===== src/rtl/regfile_pkg.sv =====
// Shared definitions for the register file slice: default widths and the
// clear-sequencer state encoding.
package regfile_pkg;

    localparam int DATA_W_DEF = 32;
    localparam int ADDR_W_DEF = 5;

    typedef enum logic {
        RF_CLEAR = 1'b0,
        RF_RUN   = 1'b1
    } rf_state_t;

endpackage


===== src/rtl/regfile_clear_seq.sv =====
// Clear sequencer: walks every entry of the register file writing zero after
// reset or on request, then hands the file over to normal operation.
module regfile_clear_seq
    import regfile_pkg::*;
#(
    parameter int ADDR_W = ADDR_W_DEF
) (
    input  logic              clk,
    input  logic              rst,
    input  logic              clr_req,
    output logic              ready,
    output logic              clr_we,
    output logic [ADDR_W-1:0] clr_addr
);

    localparam logic [ADDR_W-1:0] LAST_IDX = '1;

    rf_state_t         state;
    rf_state_t         state_next;
    logic [ADDR_W-1:0] idx;
    logic [ADDR_W-1:0] idx_next;

    // State and clear index registers; reset always restarts the clear walk
    // from entry 0, whatever the sequencer was doing.
    always_ff @(posedge clk or posedge rst) begin
        if (rst) begin
            state <= RF_CLEAR;
            idx   <= '0;
        end else begin
            state <= state_next;
            idx   <= idx_next;
        end
    end

    // Next-state logic and outputs. In CLEAR one entry is zeroed per cycle and
    // the last entry moves us to RUN, so CLEAR lasts exactly DEPTH cycles. In
    // RUN a clear request restarts the walk; ready reflects RUN directly.
    always_comb begin
        state_next = state;
        idx_next   = idx;
        ready      = 1'b0;
        clr_we     = 1'b0;
        clr_addr   = idx;
        case (state)
            RF_CLEAR: begin
                clr_we   = 1'b1;
                idx_next = idx + 1'b1;
                if (idx == LAST_IDX) begin
                    state_next = RF_RUN;
                    idx_next   = '0;
                end
            end
            RF_RUN: begin
                ready = 1'b1;
                if (clr_req) begin
                    state_next = RF_CLEAR;
                    idx_next   = '0;
                end
            end
            default: begin
                state_next = RF_CLEAR;
                idx_next   = '0;
            end
        endcase
    end

endmodule


===== src/rtl/regfile_bypass.sv =====
// Two-read / one-write register file with registered read ports, optional
// same-cycle write forwarding, optional hardwired zero register and a
// hardware clear sequencer in place of file-based initialisation.
module regfile_bypass
    import regfile_pkg::*;
#(
    parameter int DATA_W   = DATA_W_DEF,
    parameter int ADDR_W   = ADDR_W_DEF,
    parameter int ZERO_REG = 1,
    parameter int BYPASS   = 1
) (
    input  logic              clk,
    input  logic              rst,
    input  logic              rd_en,
    input  logic [ADDR_W-1:0] rs_addr,
    input  logic [ADDR_W-1:0] rt_addr,
    output logic [DATA_W-1:0] rs_data,
    output logic [DATA_W-1:0] rt_data,
    input  logic              wr_en,
    input  logic [ADDR_W-1:0] wr_addr,
    input  logic [DATA_W-1:0] wr_data,
    input  logic              clr_req,
    output logic              ready
);

    localparam int DEPTH = 1 << ADDR_W;

    logic [DATA_W-1:0] mem [DEPTH];

    logic              clr_we;
    logic [ADDR_W-1:0] clr_addr;
    logic              port_we;
    logic [DATA_W-1:0] rs_next;
    logic [DATA_W-1:0] rt_next;

    regfile_clear_seq #(
        .ADDR_W (ADDR_W)
    ) u_clear_seq (
        .clk      (clk),
        .rst      (rst),
        .clr_req  (clr_req),
        .ready    (ready),
        .clr_we   (clr_we),
        .clr_addr (clr_addr)
    );

    // A port write is honoured only in RUN; writes to entry 0 are dropped when
    // it is hardwired to zero.
    always_comb begin
        port_we = ready && wr_en;
        if ((ZERO_REG != 0) && (wr_addr == '0)) begin
            port_we = 1'b0;
        end
    end

    // Storage array, not reset: the clear sequencer has priority and zeroes
    // one entry per cycle, otherwise the port write lands.
    always_ff @(posedge clk) begin
        if (clr_we) begin
            mem[clr_addr] <= '0;
        end else if (port_we) begin
            mem[wr_addr] <= wr_data;
        end
    end

    // Read-side value selection for both ports: zero register wins over
    // everything, then the in-flight write is forwarded when enabled, else the
    // stored contents (which are still the pre-write value this cycle).
    always_comb begin
        rs_next = mem[rs_addr];
        rt_next = mem[rt_addr];
        if ((BYPASS != 0) && wr_en && (wr_addr == rs_addr)) begin
            rs_next = wr_data;
        end
        if ((BYPASS != 0) && wr_en && (wr_addr == rt_addr)) begin
            rt_next = wr_data;
        end
        if ((ZERO_REG != 0) && (rs_addr == '0)) begin
            rs_next = '0;
        end
        if ((ZERO_REG != 0) && (rt_addr == '0)) begin
            rt_next = '0;
        end
    end

    // Registered read ports: capture on rd_en while in RUN, hold otherwise,
    // and clear immediately on reset.
    always_ff @(posedge clk or posedge rst) begin
        if (rst) begin
            rs_data <= '0;
            rt_data <= '0;
        end else if (ready && rd_en) begin
            rs_data <= rs_next;
            rt_data <= rt_next;
        end
    end

endmodule


===== config.mk =====
export PLATFORM = sky130hd
export DESIGN_NAME = regfile_bypass
export DESIGN_NICKNAME = d
export VERILOG_FILES = /design/src/rtl/regfile_pkg.sv /design/src/rtl/regfile_clear_seq.sv /design/src/rtl/regfile_bypass.sv
export SDC_FILE = /design/constraint.sdc
export NUM_CORES = 1
export LEC_CHECK = 0
export CORE_MARGIN = 10
export CORE_UTILIZATION = 50
export CTS_CLUSTER_DIAMETER = 120
export DETAILED_ROUTE_END_ITERATION = 8
export HOLD_SLACK_MARGIN = 0.03
export PLACE_DENSITY_LB_ADDON = 0.12
export SLEW_MARGIN = 20
export SYNTH_ARGS = -nofsm -noshare
export SYNTH_HDL_FRONTEND = slang
export SYNTH_SLANG_ARGS = --single-unit

===== constraint.sdc =====
create_clock -name clk -period 4.1 [get_ports clk]
set_clock_uncertainty 0.2 [all_clocks]
set_input_delay 0.82 -clock clk [delete_from_list [all_inputs] [get_ports clk]]
set_output_delay 0.82 -clock clk [all_outputs]
set_load 0.01 [all_outputs]

Word level (Yosys, flattened, before mapping). Memories as Yosys holds them, arrays and structs flattened. Index checks and enable logic that the tools add are counted.

Input bits: 52. Register bits: 70. RAM bits: 1024. Logic and storage cells: 38. Bits in latches: 0. Memories kept: 1. ROM bits: 0.

Div/mod/pow operators: 0. $add $sub $neg: 1. Bitwise operators: 1. Mux-type cells: 19. Equal/unequal tests: 4. Reduce and logical (&&, ||, !) cells: 8. Magnitude comparators: 0. Shift operators: 0. Multiply operators: 0.

Memories: mem (depth 32, bits a word 32, rd ports 2, clocked after Yosys merged registers in 0, wr ports 1, RTL line regfile_bypass.sv:28) `logic [DATA_W-1:0] mem [DEPTH];`.

Operators with widths (number): $mux W32 (5); $reduce_or A32 Y1 (1); $logic_not A5 Y1 (3); $mux W5 (3); $eq A5 B5 Y1 (2); $pmux W5 S2 (1); $mux W1 (9); $add A5 B1 Y5 const B (1); $eq A5 B5 Y1 const B (1); $logic_and A1 B1 Y1 (4); $ne A2 B2 Y1 const B (1); $pmux W1 S2 (1); $not A1 Y1 (1).

Depth between registers and ports, before layout.
Depth after elaboration: 8. Gate-level depth with buffers: 9. Gate-level depth less buffers: 6.

Cells and area by module. Synthesis repeated with hierarchy kept, for this count alone.

Cell total of the unflattened synthesis: 2665. Area, all modules: 50729.9 µm².

Modules (own cells, without submodules): regfile_bypass (cells an instance 2638, area an instance 50433.4 µm², instances 1, seq. area each 32351.0 µm²); regfile_clear_seq (cells an instance 27, area an instance 296.5 µm², instances 1, seq. area each 150.1 µm²).

Worst setup path after synthesis. OpenSTA, ideal clock, no wires.

Kind: input to register. Start point: input wr_addr[0]. End point: memory mem[24][0] in the netlist's numbering (enable). Cell stages on the path: 6. Arrival: 3242 ps. Path slack: 237 ps. Data required time: 3479 ps. Buffers on the path: 1. Cell sequence: buf_2 > nor3_1 > a21oi_1 > o21ai_0 > nand2_1 > nor2_1.

Cells in the longest elaborated chain, start to end: 7.

Ends and longest elaborated chain: start, declared (RTL line regfile_bypass.sv:20) `input logic [ADDR_W-1:0] wr_addr,`; $logic_not A5 Y1 (RTL line regfile_bypass.sv:51) `if ((ZERO_REG != 0) && (wr_addr == '0)) begin`; $mux W1 (RTL line regfile_bypass.sv:51); $mux W1 (RTL line regfile_bypass.sv:61) `end else if (port_we) begin`; $mux W1 (RTL line regfile_bypass.sv:59) `if (clr_we) begin`; $mux W1 (not written as such) (RTL line regfile_bypass.sv:62) `mem[wr_addr] <= wr_data;`; $reduce_or A32 Y1 (no line); $mux W5 (no line) or $mux W1 (tied branches); end, declared (RTL line regfile_bypass.sv:28).

Several ways; a longest one is shown, not always the timed one.

Worst setup path after layout.
Start point: input rt_addr[1]. End point: register rt_data[27].

Cells in the longest elaborated chain, start to end: 4.

Ends and longest elaborated chain: start, declared (RTL line regfile_bypass.sv:16) `input logic [ADDR_W-1:0] rt_addr,`; parallel branches: the longest is 3 deep, another holds $mem_v2 Z32 W32; $mux W32 * (RTL line regfile_bypass.sv:81) `if ((ZERO_REG != 0) && (rt_addr == '0)) begin`; end signal, assigned (RTL line regfile_bypass.sv:94) `rt_data <= rt_next;`; end, declared (RTL line regfile_bypass.sv:18) `output logic [DATA_W-1:0] rt_data,`.

Mark *: on every way between the ends. A chain may end at the register's enable or synchronous reset.

==> metrics.csv <==
metric,value,unit
Post-Syn Area,50200,um2
Fin. Hold Viols,0,
chip height,337,um
Max Freq,328,MHz
max cap viols,0,
first drt pass iteration count,6,
Die Wd,337,um
TritonCTS clock tree,done,
Finished Cell Area,58800,um2
Worst-Skew Late Latency,700,ps
simple-gate share of the synthesized area,0.0202,
max-slew violation count,0,
final setup vio count,0,
largest family of logic cells by synthesized area,multiplexers,
detailed placement HPWL,100,mm
Syn Area/Cell,18.1,um2
"Period Utilization, post-route",0.743,
Core Rows,116,
CTS H-tree lvls,3,
status,finished clean,
initial antenna violation count,3,
CTS max path bufs,3,
Post-Synth Adder-Cell Area,0.000498,
post-CTS setup buffers,0,
TNS Setup,0,ps
Final Core Density,0.589,
VDD IR max,0.000398,V
Setup crit start kind,input port,
wire length per cell,35.5,um
clock sinks,1094,
I/O Buffers,116,
vias per cell,6.93,
gr usage total,0.276,
area delta synth->final,17.1,%
"commonest cells after routing, fill and taps aside","1024 x edfxtp_1, 384 x mux4_2, 256 x mux2i_1",
DR iter-0 viols,3431,
#FFs+latches synth,1094,
post-CTS sizing,0,
Num CTS Buffers,114,
largest net degree at the start of global routing,74,
post-synthesis sequential area ratio,0.647,
io pins,117,
Yosys cell types,40,
YS warnings,0,
vias in the first global route,32300,
CTS Hold Bufs,0,
placed cell area,55100,um2
final worst setup slack,1050,ps
RSZ-0062 raised after global routing,no,
Lkg Pwr,0.0198,uW
DP Worst Slack,313,ps
Syn Nets,2823,
post-synthesis mux area share,0.224,
first-pass GRT wire length,226,mm
fin nets,3070,
Post-Synth XOR/XNOR Area,0.00174,
share of layout cells above drive strength 1,0.273,
Slew @ Worst Pin,1160,ps
Crit path arrival time,3420,ps
vias,30600,
P per Cell Area,538,nW/um2
clk root buf,clkbuf_16,
Post-DRT Antenna Nets,0,
CP max FO,24,
clock-pin slew on the worst setup and hold paths,60,ps
crit path kind,in2reg,
Remaining DRCs,0,
Critical Path End Type,register,
post-layout min period,3050,ps
core box area,99900,um2
drt total wl,156,mm
CP Data Required Time,4470,ps
"commonest non-fill, non-tap cell in the layout",edfxtp_1,
Mapped Cells,2769,
Slew HR,0.227,
post-synthesis compound-gate area fraction,0.0842,
total global routing overflow,0,
GPL Wtd Cong,0.879,
total die area,114000,um2
Initial Utilization,0.503,
Hold/Removal Path Class,in2async,
## final cells by class
| cell class | count | area, um2 |
|---|---|---|
| multi-input combinational | 1440 | 17000 |
| timing repair buffer | 358 | 4030 |
| sequential | 1094 | 32500 |
| inverter | 8 | 31.3 |
| clock inverter | 65 | 617 |
| tap | 1298 | 1620 |
| antenna | 3 | 7.51 |
| fill | 7323 | 41100 |
| clock buffer | 143 | 3020 |
## cells in the mapped netlist (all sizes together)
cell,count,area [um2]
and2,36,225
a21oi,134,671
and3,1,6.26
dfrtp,70,1750
ha,2,25.0
a22oi,192,1440
mux2,2,22.5
o22a,1,8.76
nand3,2,10.0
buf,103,636
a22o,64,561
a21boi,1,7.51
o22ai,3,18.8
mux2i,256,2560
or3,64,400
clkbuf,124,465
nand2,20,75.1
a221oi,128,1120
a21o,1,7.51
or4,1,7.51
mux4,384,8650
xnor2,10,87.6
nand4,3,18.8
nor2b,5,31.3
nor2,43,161
nand4b,2,17.5
nor3b,2,15.0
o32a,1,10.0
inv,7,26.3
o211ai,2,15.0
nor4,2,12.5
clkinv,1,3.75
o2111ai,2,17.5
o21ai,70,350
nand2b,3,18.8
nor3,3,15.0
edfxtp,1024,30700
## stage by stage
step	hold WS [ps]	power [uW]	cells
finish	286	31600	4409
floorplan	336	18000	2769
global route	325	32600	4406
CTS	314	31700	4404
global placement	380	21400	4196
detailed placement	389	21600	4196
## path summary, 6_finish.rpt
path,cells after the start,slack [ps],start,endpoint
max,7,1050,rt_addr[1],rt_data[27]
max reg2reg,7,1340,u_clear_seq.state,rs_data[5]
min in group clk,2,400,rs_data[24],rs_data[24]
min reg2reg,2,400,rs_data[24],rs_data[24]
max in group asynchronous,3,2590,rst,rt_data[10]
min,2,290,rst,rs_data[25]
## flip-flops by register name, summed over array words and instances, names as in the netlist
signal / count
mem: 1024
rs_data: 32
rt_data: 32
u_clear_seq.clr_addr: 5
u_clear_seq.state: 1
## logic make-up after synthesis
| family | Yosys count |
|---|---|
| fa+ha+maj | 2 |
| flops | 1094 |
| mux | 642 |
| buf+inv | 235 |
| xor+xnor | 10 |
| compound gates | 599 |
| simple gates | 187 |
## critical path: stages
cell and delay (ps):
buf_2 440, and2_2 750, buf_4 390, a221oi_1 170
o21ai_0 200, a21oi_1 240, or3_1 380
## power by group
part	total, uW	leakage, uW	internal, uW	switching, uW
combinational	6610	0.00766	2770	3840
sequential	14800	0.0104	14000	738
clock	10200	0.00179	5930	4300
total	31600	0.0198	22800	8870
## routing by layer
metal	track usage	vias to the layer above	part of all wire
met1	0.344	16200	0.37
met3	0.0395	382	0.072
met4	0.160	2	0.066
met5	0	-	0.00010
li1	-	12400	-
met2	0.459	1578	0.49
Power figures use the tool's default switching activity.
==> patch, RTL diff (config.mk and constraints unchanged) <==
Set the package constant `ADDR_W_DEF` to 4 (it was 5).
--- a/src/rtl/regfile_pkg.sv
+++ b/src/rtl/regfile_pkg.sv
@@ -3,7 +3,7 @@
 package regfile_pkg;
 
     localparam int DATA_W_DEF = 32;
-    localparam int ADDR_W_DEF = 5;
+    localparam int ADDR_W_DEF = 4;
 
     typedef enum logic {
         RF_CLEAR = 1'b0,
Interface: changed (resized rs_addr, rt_addr and wr_addr); port bits go from 117 to 114. No check against the original RTL was run, so the function may have changed too.
==> patch against the original RTL <==
- worst setup slack got worse by 0.082 ns
- hold slack improved by 0.025 ns
- power fell by 44%
- routed wire length shrank 54%
- area after synthesis fell by 48%
- design area fell by 48%
- register-to-register slack improved by 0.28 ns
- utilization is 0.067 points lower
- sequential cell count fell by 513
- via count is 51% lower
- critical endpoint is now mem[15][3]
==> patch: results (changes against the original RTL) <==
final_layout:
  reg_top3: "mem x512, rs_data x32, rt_data x32"  # was mem x1024, rs_data x32, rt_data x32
  fin_nets: 1536  # was 3070
  multi_input_area_share_pct: 27.99  # was 28.85%
  nClkBuffers: 100  # was 143
  antenna_cells: 1  # was 3
  num-nonclk-buffers: 192  # was 358
  regArea_mm2: 0.01710  # was 0.03250 mm2
  clk_share_pct: 6.464  # was 6.193%
  nFillCells: 3809  # was 7323
  drive_gt1_share_pct: 29.58  # was 27.25%
  signal_buffer_area_fraction_pct: 6.220  # was 6.846%
  inv_count: 4  # was 8
  multi_input_cells: 647  # was 1440
placement:
  hpwl_um: 44650  # was 100500 um
  globalplace.congestion: 0.8070  # was 0.8793
  port-buffer-count: 113  # was 116
grt:
  first_global_vias: 15663  # was 32252
  antenna_found_initial: 1  # was 3
  track_usage_pct: 23.16  # was 27.57%
  grt_max_degree: 54  # was 74
  grt_pass1_wl_um: 107200  # was 226200 um
routing:
  via_per_inst: 6.798  # was 6.933
  drt_iter0_markers: 1777  # was 3431
  detailedRoute.firstPassIterationCount: 5  # was 6
  wl_um: 72000  # was 156400 um
hold_path:
  hp-class: "flip-flop to flip-flop"  # was input port to async pin
synthesis:
  yosysWarnings: 0  # unchanged
  synth-seq-area-share_pct: 65.56  # was 64.72%
  synth.distinct_cells: 43  # was 40
  synth_nets: 1397  # was 2823
  synthArstFlopShare_pct: 11.88  # was 6.399%
  synth_edf_count: 512  # was 1024
  synthTopCellsByCount: "edfxtp_1, mux4_2, o22ai_1"  # was edfxtp_1, mux4_2, mux2i_1
  synth-seq-cells: 581  # was 1094
  synth.area.top_cells: "edfxtp_1, mux4_2, dfrtp_1"  # was edfxtp_1, mux4_2, mux2i_1
power_and_ir_drop:
  irDropWorstVdd_uv: 352.5  # was 398.0 uV
  p_leak_nw: 10.05  # was 19.85 nW
  powerSeq_mw: 8.34  # was 14.8 mW
  p_sw_share_pct: 27.54  # was 28.06%
  clockPowerShare_pct: 30.7  # was 32.4%
  power_frac_seq_pct: 47.1  # was 46.8%
sta:
  tightest_slew_ns: 1.100  # was 1.159 ns
setup_path:
  slowest_stage: "clkdlybuf4s50_1"  # was and2_2
  path_delay_family: "buffers and inverters"  # was simple AND/OR/NAND/NOR gates
outcome:
  status: "finished clean"  # unchanged
clocking:
  htree_levels: 2  # was 3
  cts_buffers: 60  # was 114
==> patch: cell types whose count changed in the layout (fill, tap and decap cells not counted), moves of 122 or more <==
cell	unedited run	this run
a221oi_1	128	0
a21oi_1	131	6
mux2i_1	256	5
mux4_2	384	253
o22ai_1	3	125
edfxtp_1	1024	512
a22oi_1	192	0
==> patch: final timing paths <==
kind,slack [ns],startpoint,cells past startpoint,end
max,0.97,wr_addr[0],8,mem[15][3]
min,0.31,rt_data[26],1,rt_data[26]
max reg2reg,1.62,u_clear_seq.state,5,mem[12][13]
min reg2reg,0.31,rt_data[26],1,rt_data[26]
max in group asynchronous,2.38,rst,3,rt_data[28]
min in group asynchronous,0.44,rst,2,rs_data[4]
==> patch: through the flow <==
| step | hold slack [ns] | std cells | worst slack (ns) | util (%) | cell area, um2 |
|---|---|---|---|---|---|
| after CTS | 0.3160 | 2218 | 1.002 | 58.81 | 30290 |
| after detailed placement | 0.2991 | 2104 | 0.3472 | 55.01 | 28330 |
| after global routing | 0.3219 | 2218 | 0.8463 | 58.81 | 30290 |
| after global placement | 0.2960 | 2104 | 0.3847 | 55.01 | 28330 |
| final | 0.3110 | 2219 | 0.9723 | 58.81 | 30290 |
| after floorplan | 0.3168 | 1347 | 0.3013 | - | 26080 |
==> patch: cells by family after synthesis <==
family / share of synthesized area [%]
fa+ha+maj: 0.04796
compound gates: 6.154
mux: 22.17
simple gates: 3.243
flops: 65.56
xor+xnor: 0.2686
buf+inv: 2.557
==> patch: layer usage <==
metal | vias up | GRT usage [%] | routed length, um
li1 | 6135 | - | -
met1 | 8134 | 32.63 | 29860
met2 | 703 | 36.10 | 34270
met3 | 112 | 5.278 | 6462
met4 | 0 | 5.731 | 1404
met5 | - | 0 | 0
